## src/rtl/armcore_pkg.sv

```systemverilog
// Shared types and constants for the ARM core pipeline slice.
// Holds writeback-select, load-size and writeback FSM encodings.
package armcore_pkg;

  typedef enum logic [1:0] {
    WB_ALU  = 2'd0,
    WB_LOAD = 2'd1,
    WB_LINK = 2'd2
  } wb_sel_e;

  typedef enum logic [1:0] {
    LS_BYTE  = 2'd0,
    LS_HALF  = 2'd1,
    LS_WORD  = 2'd2,
    LS_DWORD = 2'd3
  } load_size_e;

  typedef enum logic [1:0] {
    ST_IDLE      = 2'd0,
    ST_WAIT_LOAD = 2'd1,
    ST_WRITE     = 2'd2
  } wb_state_e;

  localparam logic [4:0] REG_ZR_SP = 5'd31;

endpackage

```

## src/rtl/wb_stage_load_extend.sv

```systemverilog
// Load data extractor: selects the naturally aligned lane of a 64-bit
// read response and zero- or sign-extends it to 64 bits.
module load_extend
  import armcore_pkg::*;
(
  input  logic [63:0] i_rdata,
  input  logic [1:0]  i_size,
  input  logic        i_signed,
  input  logic [2:0]  i_addr_lo,
  output logic [63:0] o_data
);

  logic [2:0]  w_offset;
  logic [63:0] w_shifted;

  // NOTE: every signal written here gets a default first so no latch is inferred.
  always_comb begin
    w_offset = 3'd0;
    case (i_size)
      LS_BYTE:  w_offset = i_addr_lo;
      LS_HALF:  w_offset = {i_addr_lo[2:1], 1'b0};
      LS_WORD:  w_offset = {i_addr_lo[2], 2'b00};
      default:  w_offset = 3'd0;
    endcase
  end

  assign w_shifted = i_rdata >> {w_offset, 3'b000};

  always_comb begin
    o_data = w_shifted;
    case (i_size)
      LS_BYTE: o_data = {{56{i_signed & w_shifted[7]}},  w_shifted[7:0]};
      LS_HALF: o_data = {{48{i_signed & w_shifted[15]}}, w_shifted[15:0]};
      LS_WORD: o_data = {{32{i_signed & w_shifted[31]}}, w_shifted[31:0]};
      default: o_data = w_shifted;
    endcase
  end

endmodule

```

## src/rtl/wb_stage.sv

```systemverilog
// Writeback stage: retires ALU/link results in one cycle and waits for the
// data-memory response on loads, driving the register-file write port.
module wb_stage
  import armcore_pkg::*;
#(
  parameter int XLEN = 64
) (
  input  logic            clk,
  input  logic            reset,
  input  logic            in_valid,
  output logic            in_ready,
  input  logic            in_reg_write,
  input  logic [4:0]      in_rd,
  input  logic            in_rd_is_sp,
  input  logic [1:0]      in_wb_sel,
  input  logic [XLEN-1:0] in_alu_result,
  input  logic [XLEN-1:0] in_pc_plus4,
  input  logic [1:0]      in_load_size,
  input  logic            in_load_signed,
  input  logic [2:0]      in_addr_lo,
  input  logic            dmem_rvalid,
  input  logic [XLEN-1:0] dmem_rdata,
  input  logic            flush,
  output logic            reg_write,
  output logic [4:0]      write_register,
  output logic [XLEN-1:0] write_data,
  output logic            busy
);

  wb_state_e       r_state, w_state_next;
  logic            r_reg_write, w_reg_write_next;
  logic [4:0]      r_rd, w_rd_next;
  logic            r_rd_is_sp, w_rd_is_sp_next;
  logic [XLEN-1:0] r_data, w_data_next;
  logic [1:0]      r_size, w_size_next;
  logic            r_signed, w_signed_next;
  logic [2:0]      r_addr_lo, w_addr_lo_next;

  logic            w_xfer;
  logic            w_in_write;
  logic [XLEN-1:0] w_load_data;

  load_extend u_load_extend (
    .i_rdata   (dmem_rdata),
    .i_size    (r_size),
    .i_signed  (r_signed),
    .i_addr_lo (r_addr_lo),
    .o_data    (w_load_data)
  );

  assign in_ready = !reset && !flush && (r_state == ST_IDLE || r_state == ST_WRITE);
  assign w_xfer   = in_valid && in_ready;

  always_comb begin
    w_state_next     = r_state;
    w_reg_write_next = r_reg_write;
    w_rd_next        = r_rd;
    w_rd_is_sp_next  = r_rd_is_sp;
    w_data_next      = r_data;
    w_size_next      = r_size;
    w_signed_next    = r_signed;
    w_addr_lo_next   = r_addr_lo;

    case (r_state)
      ST_IDLE, ST_WRITE: begin
        w_state_next = ST_IDLE;
        if (w_xfer) begin
          w_reg_write_next = in_reg_write;
          w_rd_next        = in_rd;
          w_rd_is_sp_next  = in_rd_is_sp;
          if (in_wb_sel == WB_LOAD) begin
            w_size_next    = in_load_size;
            w_signed_next  = in_load_signed;
            w_addr_lo_next = in_addr_lo;
            w_state_next   = ST_WAIT_LOAD;
          end else begin
            // Reserved select value 3 falls through to the ALU result.
            w_data_next  = (in_wb_sel == WB_LINK) ? in_pc_plus4 : in_alu_result;
            w_state_next = ST_WRITE;
          end
        end
      end
      ST_WAIT_LOAD: begin
        if (flush) begin
          w_state_next = ST_IDLE;
        end else if (dmem_rvalid) begin
          w_data_next  = w_load_data;
          w_state_next = ST_WRITE;
        end
      end
      default: w_state_next = ST_IDLE;
    endcase
  end

  // NOTE: state registers use non-blocking assignments so every flop samples pre-edge values.
  always_ff @(posedge clk) begin
    if (reset) begin
      r_state     <= ST_IDLE;
      r_reg_write <= 1'b0;
      r_rd        <= '0;
      r_rd_is_sp  <= 1'b0;
      r_data      <= '0;
      r_size      <= '0;
      r_signed    <= 1'b0;
      r_addr_lo   <= '0;
    end else begin
      r_state     <= w_state_next;
      r_reg_write <= w_reg_write_next;
      r_rd        <= w_rd_next;
      r_rd_is_sp  <= w_rd_is_sp_next;
      r_data      <= w_data_next;
      r_size      <= w_size_next;
      r_signed    <= w_signed_next;
      r_addr_lo   <= w_addr_lo_next;
    end
  end

  // Outputs are masked by reset too, since reset is synchronous and the state lags by a cycle.
  assign w_in_write     = (r_state == ST_WRITE) && !reset;
  assign reg_write      = w_in_write && r_reg_write && !(r_rd == REG_ZR_SP && !r_rd_is_sp);
  assign write_register = w_in_write ? r_rd : '0;
  assign write_data     = w_in_write ? r_data : '0;
  assign busy           = (r_state == ST_WAIT_LOAD) && !reset;

endmodule
```

## config.mk

```make
export PLATFORM = sky130hd
export DESIGN_NAME = wb_stage
export DESIGN_NICKNAME = d
export VERILOG_FILES = /design/src/rtl/armcore_pkg.sv /design/src/rtl/wb_stage_load_extend.sv /design/src/rtl/wb_stage.sv
export SDC_FILE = /design/constraint.sdc
export NUM_CORES = 1
export LEC_CHECK = 0
export ABC_CLOCK_PERIOD_IN_PS = 5800
export CELL_PAD_IN_SITES_DETAIL_PLACEMENT = 1
export CELL_PAD_IN_SITES_GLOBAL_PLACEMENT = 1
export CORE_ASPECT_RATIO = 0.8
export CORE_UTILIZATION = 31
export DETAILED_ROUTE_END_ITERATION = 12
export PLACE_DENSITY = 0.86
export SLEW_MARGIN = 20
export SYNTH_ARGS = -nofsm -noshare
export SYNTH_HDL_FRONTEND = slang
export SYNTH_SLANG_ARGS = --single-unit
```

## constraint.sdc

```tcl
create_clock -name clk -period 5.8 [get_ports clk]
set_clock_uncertainty 0.1 [all_clocks]
set_input_delay 1.16 -clock clk [delete_from_list [all_inputs] [get_ports clk]]
set_output_delay 1.16 -clock clk [all_outputs]
set_load 0.01 [all_outputs]
```

== Word-level counts from Yosys, hierarchy flattened ==
Index checks and enable logic that the tools add are counted.
Operators by class
  reductions and logical operators: 20
  mux-type cells: 15
  shift-type cells: 1
  eq/ne operators: 12
  bitwise gates (word level): 3
Operator list (count)
  64-bit two-way mux: 6
  64-bit one-hot mux with 3 select lines: 1
  64-bit one-hot mux with 2 select lines: 1
  64-bit by 6-bit >> shifter with 64-bit output: 1
  3-bit one-hot mux with 3 select lines: 1
  1-bit logical AND: 8
  2-bit two-way mux: 4
  2-bit inequality test (second input constant): 4
  2-bit by 1-bit equality test with 1-bit output (second input constant): 3
  2-bit equality test (second input constant): 3
  5-bit equality test (second input constant): 1
  5-bit two-way mux: 1
  5-bit AND reduction: 1
  1-bit zero test: 4
  2-bit zero test: 2
  2-bit one-hot mux with 2 select lines: 1
  1-bit bitwise AND: 3
  3-bit inequality test (second input constant): 1
  3-bit AND reduction: 1
  2-bit AND reduction: 1
  2-bit nonzero test: 1
  2-bit OR reduction: 1
  1-bit logical OR: 1
Word-level totals
  input bits: 212
  logic and storage cells: 59
  register bits after elaboration: 79
  output and inout port bits: 72

== Depth between registers and ports, before layout ==
Gate-level depths: netlist (run 1).
  depth after elaboration: 8
  mapped depth: 10
  mapped depth without buffers: 6

== Hierarchy ==
A second synthesis (run 1) with hierarchy kept.
Unflattened totals
  cell total of the unflattened synthesis: 1005
  area total of the unflattened synthesis: 7668.6 µm²
Modules (own cells, without submodules)
  wb_stage: times used 1, sequential area each 1581.5 µm², cells each 588, area an instance 5086.1 µm²
  load_extend: times used 1, sequential area each 0.0 µm², cells each 417, area an instance 2582.5 µm²

== Worst setup path after synthesis (run 1) ==
No wires, ideal clock.
  path type: in2out
  from: input port reset
  to: output port reg_write
  data required time: 4540 ps
  setup slack: 2265 ps
  stages: 4
  arrival: 2275 ps
  path buffers: 2
  cells stage by stage: clkbuf_1 -> nor3b_1 -> clkbuf_1 -> o311a_1
Between the ends
  longest elaborated chain between the ends: 4
RTL lines
  start: declaration: RTL line wb_stage.sv:9  | input logic reset,
  1-bit zero test: RTL line wb_stage.sv:119  | assign w_in_write = (r_state == ST_WRITE) && !reset;
  1-bit logical AND: RTL line wb_stage.sv:119
  1-bit logical AND (2 in a row): RTL line wb_stage.sv:120  | assign reg_write = w_in_write && r_reg_write && !(r_rd == REG_ZR_SP && !r_rd_is_sp);
  end: declaration: RTL line wb_stage.sv:24  | output logic reg_write,
No other way between the ends.

== Worst setup path in the final report (run 1) ==
  from: input port reset
  to: output port write_data[41]
Between the ends
  longest elaborated chain between the ends: 3
RTL lines
  1-bit zero test: RTL line wb_stage.sv:119
  1-bit logical AND: RTL line wb_stage.sv:119
  64-bit two-way mux: RTL line wb_stage.sv:122  | assign write_data = w_in_write ? r_data : '0;
  end: declaration: RTL line wb_stage.sv:26  | output logic [XLEN-1:0] write_data,
No other way between the ends.

==> key figures, run 1 <==
Timing
  – Share of the clock period used by the worst path: 75.5%
  – Max frequency: 0.228 GHz
  – Final hold violation count: 0
  – Worst-margin pin slew: ~1 ns
  – Total Negative Setup Slacks: 0 ns
  – Relative slew slack: 31.6%
  – Max-slew violations: 0
  – Endpoints failing setup: 0
  – RSZ-0062 raised after global routing: false
  – Tmin final: 4.38 ns

Drt
  – Drt initial violations: ~480
  – First-pass DRT Iterations: 5
  – Routed vias/inst: between 5 and 6
  – Vias: slightly below 8000
  – Detailed Route WL: 28.1 mm
  – Post-route antenna net violation count: 0
  – WL/cell: 20.1 um
  – Total DRC errors in the routed layout: 0

Global routing
  – First-pass GRT wire length: 43.7 mm
  – Maximum number of pins on one net before global-route repair: 65
  – Overall routing resource usage: 27.3%
  – Initial antenna violation count: 0
  – Vias in the first global route: about 7800
  – Sum of overflow across all layers after global routing: 0

Clock tree
  – Clock-pin slew on the worst setup and hold paths: 0.06 ns
  – Largest buffer count on any clock path: 2
  – Post-CTS setup buffer count: 0
  – Clock tree from TritonCTS: yes
  – Total clock sinks: 79
  – Inserted Clock Buffers: 9
  – Resized cells post-CTS: 0
  – H-tree Lvls: 3
  – CTS Hold Buffers Added: 0
  – Insertion delay to the later sink of the worst-skew pair: 0.35 ns
  – Master cell of the clock root buffer: clkbuf_16

Status
  – Outcome: completed

Synth
  – Proportion of netlist area held by the largest area contributor: 25.8%
  – Number of flops mapped to enable cells by yosys: 0
  – Largest cells by area after synthesis: dfxtp_1 (26%), nand2_1 (17%), and2_1 (7.1%), nand3_1 (5.4%), a32o_1 (4.9%)
  – Number of synthesis warnings: 0
  – Count of state elements after synthesis: 79
  – Post-Syn Instances: a little over 900
  – Net count after synthesis: 1127
  – Proportion of synthesized chip area in sequential cells: between 20% and 30%
  – Combined area of all synthesized cells: between 0.006 and 0.007 sq mm
  – Mean Syn Cell Area: 6.70 sq um
  – Most used flip-flop cell after synthesis: dfxtp_1
  – Async set or reset register ratio after synthesis: 0%
  – Number of distinct library cell variants in the gate-level netlist after synthesis: 56
  – Dominant cell type by area after synthesis: dfxtp_1

Floorplan
  – Full die area: 0.0204 sq mm
  – Count of standard-cell rows: 45
  – Die outline height: 128 um
  – Die extent in x: 159 um
  – Starting Density: 31.9%
  – Area inside the core boundary: 0.0192 sq mm
  – Io pins: ~280

Setup path
  – Reg2Reg Capture Point: r_data[44]
  – CP Data Arrival Time: 3.12 ns
  – Endpoint required time on the critical path: 4.54 ns
  – Path type of the worst setup path: in -> out
  – Worst Path Max Fanout: 34
  – Critical Path Sink Type: output pin
  – Reg2reg start: r_size[1]
  – R2R cell count: 7
  – Worst reg-to-reg setup slack: 2.48 ns
  – Launching element type of the critical path: input pin

Worst hold path
  – Hold Crit Class: reg -> reg
  – Cell depth of the worst hold path: 1
  – Worst hold endpoint: r_data[13]
  – Hold Startpoint: r_data[13]

Final layout
  – Area growth from synthesis to final layout: 52.9%
  – Fraction of final layout cells sized beyond drive strength 1: between 4 and 5%
  – Layout Nets: 1347
  – Antenna Diode Count: 0

Power and ir drop
  – Total power draw: 0.00153 W
  – Leakage power: 3.50 nW
  – VDD IR max: 0.126 mV
  – Total power per unit cell area: between 150 and 200 mW/mm^2

Placement
  – IO Port Bufs: 283
  – Half-perimeter wire length after placement: around 21 mm
  – Final weighted congestion of routability-driven global placement: 0.913

Run
  – Max_cap viols: 0
cell families after synthesis:
logic type      Yosys count  synth area share, %
mux                      20                 3.49
compound gates          225                 26.9
flops                    79                 25.8
buf+inv                  95                 6.90
simple gates            496                 36.9
where the power goes:
group | total [W] | internal [W] | switching [W] | leakage [nW]
Combinational | 0.000330 | 0.000184 | 0.000146 | 2.70
Clock | 0.000629 | 0.000380 | 0.000249 | 0.153
Sequential | 0.000572 | 0.000559 | 0.0000129 | 0.640
Total | 0.00153 | 0.00112 | 0.000407 | 3.50
critical path: stages:
cell and delay (ns):
clkdlybuf4s50_1 0.40, buf_4 0.22, nor3b_2 0.23, buf_4 0.34, and2_1 0.19, clkdlybuf4s50_1 0.56
per-stage QoR:
step	std cells	utilization (%)	cell area (sq um)	hold slack [ns]	setup slack, ns
after floorplan	915	-	6130	0.332	2.26
after global placement	1382	47.1	9050	0.354	1.47
after detailed placement	1382	47.1	9050	0.347	1.44
after CTS	1398	48.8	9370	0.361	1.42
after global routing	1398	48.8	9380	0.379	1.35
final	1398	48.8	9380	0.362	1.42
area by class of cell:
class	count	area (sq um)
fill	2393	9820
multi-input combinational	741	4160
timing repair buffer	299	2970
sequential	79	1580
tap	258	323
clock buffer	10	229
clock inverter	6	93.8
inverter	5	18.8
cell usage after synthesis, drive strengths merged (2+ instances only):
library cell	instances
a221oi	5
a21oi	53
a311o	6
mux2i	18
o211ai	3
o221a	2
and3	5
o21a	3
nor4b	2
a211o	6
and2	70
buf	34
nor3b	3
a41oi	32
nor2b	6
dfxtp	79
nand2	279
nand4bb	2
o2111ai	3
nand2b	9
nor3	2
nand3	66
a32o	30
a311oi	10
clkbuf	56
or2	2
nor2	45
inv	4
a31oi	36
o21ai	26
cells in the final DEF (no fill, tap or decap), types with 18 or more instances in the layout:
cell type / Yosys / final
a31oi_1: 36 / 36
nor2_1: 45 / 45
dfxtp_1: 79 / 79
a21oi_1: 53 / 53
a32o_1: 30 / 30
mux2i_1: 18 / 18
clkdlybuf4s50_1: 0 / 283
nand3_1: 66 / 66
and2_1: 70 / 70
o21ai_0: 19 / 19
nand2_1: 279 / 279
a41oi_1: 32 / 32
state kept, by name, indices dropped and copies added, names as in the netlist:
name and cells:
r_signed 1, r_reg_write 1, r_data 64, r_rd_is_sp 1, r_size 2, r_addr_lo 3
r_rd 5, r_state 2
worst max path at each step:
stage / startpoint / endpoint / cells after the start
floorplan: reset / reg_write / 4
global placement: reset / r_data[24] / 8
detailed placement: reset / write_data[41] / 6
CTS: reset / reg_write / 6
global route: reset / reg_write / 6
finish: reset / write_data[41] / 6
metal layers:
layer / GRT usage (%) / wire [um]
met5: 0 / 0
met4: 8.37 / 716
met3: 5.31 / 1760
met2: 44.7 / 13000
met1: 36.4 / 12700
(Power assumes the default switching activity.)
==> run 2, diff against run 1 <==
--- a/config.mk
+++ b/config.mk
@@ -5,13 +5,13 @@
 export SDC_FILE = /design/constraint.sdc
 export NUM_CORES = 1
 export LEC_CHECK = 0
-export ABC_CLOCK_PERIOD_IN_PS = 5800
+export ABC_CLOCK_PERIOD_IN_PS = 3680
 export CELL_PAD_IN_SITES_DETAIL_PLACEMENT = 1
 export CELL_PAD_IN_SITES_GLOBAL_PLACEMENT = 1
 export CORE_ASPECT_RATIO = 0.8
-export CORE_UTILIZATION = 31
+export CORE_UTILIZATION = 26
 export DETAILED_ROUTE_END_ITERATION = 12
-export PLACE_DENSITY = 0.86
+export PLACE_DENSITY = 0.77
 export SLEW_MARGIN = 20
 export SYNTH_ARGS = -nofsm -noshare
 export SYNTH_HDL_FRONTEND = slang
==> constraint.sdc (replaced) <==
create_clock -name clk -period 3.68 [get_ports clk]
set_clock_uncertainty 0.1 [all_clocks]
set_input_delay 0.736 -clock clk [delete_from_list [all_inputs] [get_ports clk]]
set_output_delay 0.736 -clock clk [all_outputs]
set_load 0.01 [all_outputs]
==> key figures, run 2 (same netlist as run 1, synthesis figures left out) <==
Timing
  – Relative slew slack: 47.5% (was 31.6%)
  – Tmin final: approximately 3.3 ns
  – Max frequency: about 0.3 GHz
  – Worst-margin pin slew: 0.788 ns (was 1.02 ns)
  – Endpoints failing setup: 0 (unchanged)
  – Worst setup margin: 0.370 ns (was 1.42 ns)
  – RSZ-0062 raised after global routing: false (unchanged)
  – Max-slew violations: 0 (unchanged)
  – Total Negative Setup Slacks: 0 ns (unchanged)
  – Worst hold slack: 0.363 ns (was 0.362 ns)
  – Final hold violation count: 0 (unchanged)
  – Share of the clock period used by the worst path: between 80% and 90%

Clock tree
  – Inserted Clock Buffers: 9 (unchanged)
  – CTS Hold Buffers Added: 0 (unchanged)
  – Clock-pin slew on the worst setup and hold paths: 0.06 ns (about the same)
  – H-tree Lvls: 3 (unchanged)
  – Resized cells post-CTS: 0 (unchanged)
  – Total clock sinks: 79 (unchanged)
  – Master cell of the clock root buffer: clkbuf_16 (unchanged)
  – Insertion delay to the later sink of the worst-skew pair: 0.35 ns (about the same)
  – Clock tree from TritonCTS: yes (unchanged)
  – Largest buffer count on any clock path: 2 (unchanged)
  – Post-CTS setup buffer count: 0 (unchanged)

Setup path
  – Number of buffer and inverter stages on the critical path: 3 (was 4)
  – Endpoint required time on the critical path: 2.84 ns (was 4.54 ns)
  – Worst path top cell family by delay: buffers and inverters (unchanged)
  – Critical-path cell with the highest stage delay: clkdlybuf4s50_1 (unchanged)
  – Worst Path Max Fanout: 70 (was 34)
  – Most Frequent Cell on Critical Path: clkdlybuf4s50_1
  – CP Data Arrival Time: 2.47 ns (was 3.12 ns)
  – Launching element type of the critical path: input pin (unchanged)
  – Critical Path Max Stage Delay: 0.54 ns (was 0.56 ns)
  – Cell Chain, Critical Path: clkdlybuf4s50_1, nor3b_2, buf_12, and2_1, clkdlybuf4s50_1 (was clkdlybuf4s50_1, buf_4, nor3b_2, buf_4, and2_1, clkdlybuf4s50_1)
  – Path type of the worst setup path: in -> out (unchanged)
  – Critical Path Sink Type: output pin (unchanged)

Floorplan
  – Die extent in x: 174 um (was 159 um)
  – Count of standard-cell rows: 49 (was 45)
  – Area inside the core boundary: 0.0228 sq mm (was 0.0192 sq mm)
  – Full die area: 0.0242 sq mm (was 0.0204 sq mm)
  – Die outline height: 139 um (was 128 um)
  – Starting Density: 26.9% (was 31.9%)
  – Io pins: 284 (unchanged)

Drt
  – WL/cell: 19.8 um (was 20.1 um)
  – Met3 routed wirelength: 1.55 mm (was 1.76 mm)
  – Top layer used by detailed routing: met4 (unchanged)
  – Routed metal-1 wire length: 13.4 mm (was 12.7 mm)
  – Vias: 7670 (was 7768)
  – Post-route antenna net violation count: 0 (unchanged)
  – Detailed Route WL: 28.9 mm (was 28.1 mm)
  – Routed vias/inst: 5.26 (was 5.56)
  – Drt initial violations: 449 (was 478)
  – First-pass DRT Iterations: 5 (unchanged)
  – Total DRC errors in the routed layout: 0 (unchanged)
  – Met2 layer wire length in the routed design: 13.2 mm (was 13.0 mm)

Power and ir drop
  – Total power draw: 0.00241 W (was 0.00153 W)
  – Leakage power: 3.55 nW (was 3.50 nW)
  – VDD IR max: 0.206 mV (was 0.126 mV)
  – Total power per unit cell area: 253 mW/mm^2 (was 163 mW/mm^2)

Global routing
  – Initial antenna violation count: 1 (was 0)
  – Overall routing resource usage: 24.0% (was 27.3%)
  – Vias in the first global route: 8028 (was 7771)
  – Sum of overflow across all layers after global routing: 0 (unchanged)
  – First-pass GRT wire length: 45.5 mm (was 43.7 mm)
  – Maximum number of pins on one net before global-route repair: 71 (was 65)

Final layout
  – Largest registers: r_data x64, r_rd x5, r_addr_lo x3 (unchanged)
  – Final instance area: 0.00953 sq mm (was 0.00938 sq mm)
  – Most common cell after layout, fill and taps aside: clkdlybuf4s50_1 (unchanged)
  – Layout Nets: 1359 (was 1347)
  – Area growth from synthesis to final layout: 55.5% (was 52.9%)
  – Most frequent cells in the layout: clkdlybuf4s50_1 (283), nand2_1 (279), dfxtp_1 (79), and2_1 (70), nand3_1 (66) (unchanged)
  – Register with the most flip-flops: r_data (unchanged)
  – Max FFs per register: 64 (unchanged)
  – Fraction of final layout cells sized beyond drive strength 1: 5.30% (was 4.30%)

Placement
  – Pre-CTS WS: 0.310 ns (was 1.44 ns)
  – Instance area after placement: 0.00921 sq mm (was 0.00905 sq mm)
  – IO Port Bufs: 283 (unchanged)
  – Final weighted congestion of routability-driven global placement: 0.847 (was 0.913)
  – Half-perimeter wire length after placement: 22.2 mm (was 21.0 mm)

Status
  – Outcome: completed (unchanged)

Run
  – Max_cap viols: 0 (unchanged)

Worst hold path
  – Hold Crit Class: reg -> reg (unchanged)
-- run 2: final cells by class --
cell class	count	area (sq um)
diodes	1	2.50
clock buffers	10	229
clock inverters	6	92.6
fillers	2836	13300
inverters	5	18.8
multi-input cells	741	4160
flip-flops and latches	79	1580
well taps	306	383
repair buffers	311	3070
-- run 2: power breakdown --
part	switching [W]	internal, W
logic	0.000228	0.000295
clock network	0.000390	0.000599
registers	0.0000219	0.000882
-- run 2: worst register-to-register path: cells and delay by family, from the launching register on --
family          cells  cell delay [ns]
flops               1             0.78
buf+inv             1             0.30
compound gates      5             1.53
simple gates        1             0.14
-- run 2: metal layers --
layer,track usage (%),vias to the layer above
li1,-,3701
met1,31.4,3667
met2,39.5,257
met3,4.67,45
met4,7.71,0
met5,0,-
-- run 2: final timing paths --
path | start | to | slack [ns] | cells after the start
min | r_data[13] | r_data[13] | 0.36 | 1
min reg2reg | r_data[13] | r_data[13] | 0.36 | 1
max | reset | write_data[49] | 0.37 | 5
max reg2reg | r_size[1] | r_data[43] | 0.66 | 7
-- run 2: through the flow --
step,std cells,utilization (%)
floorplan,915,-
global placement,1442,40.4
detailed placement,1442,40.4
CTS,1458,41.8
global route,1458,41.8
finish,1459,41.8
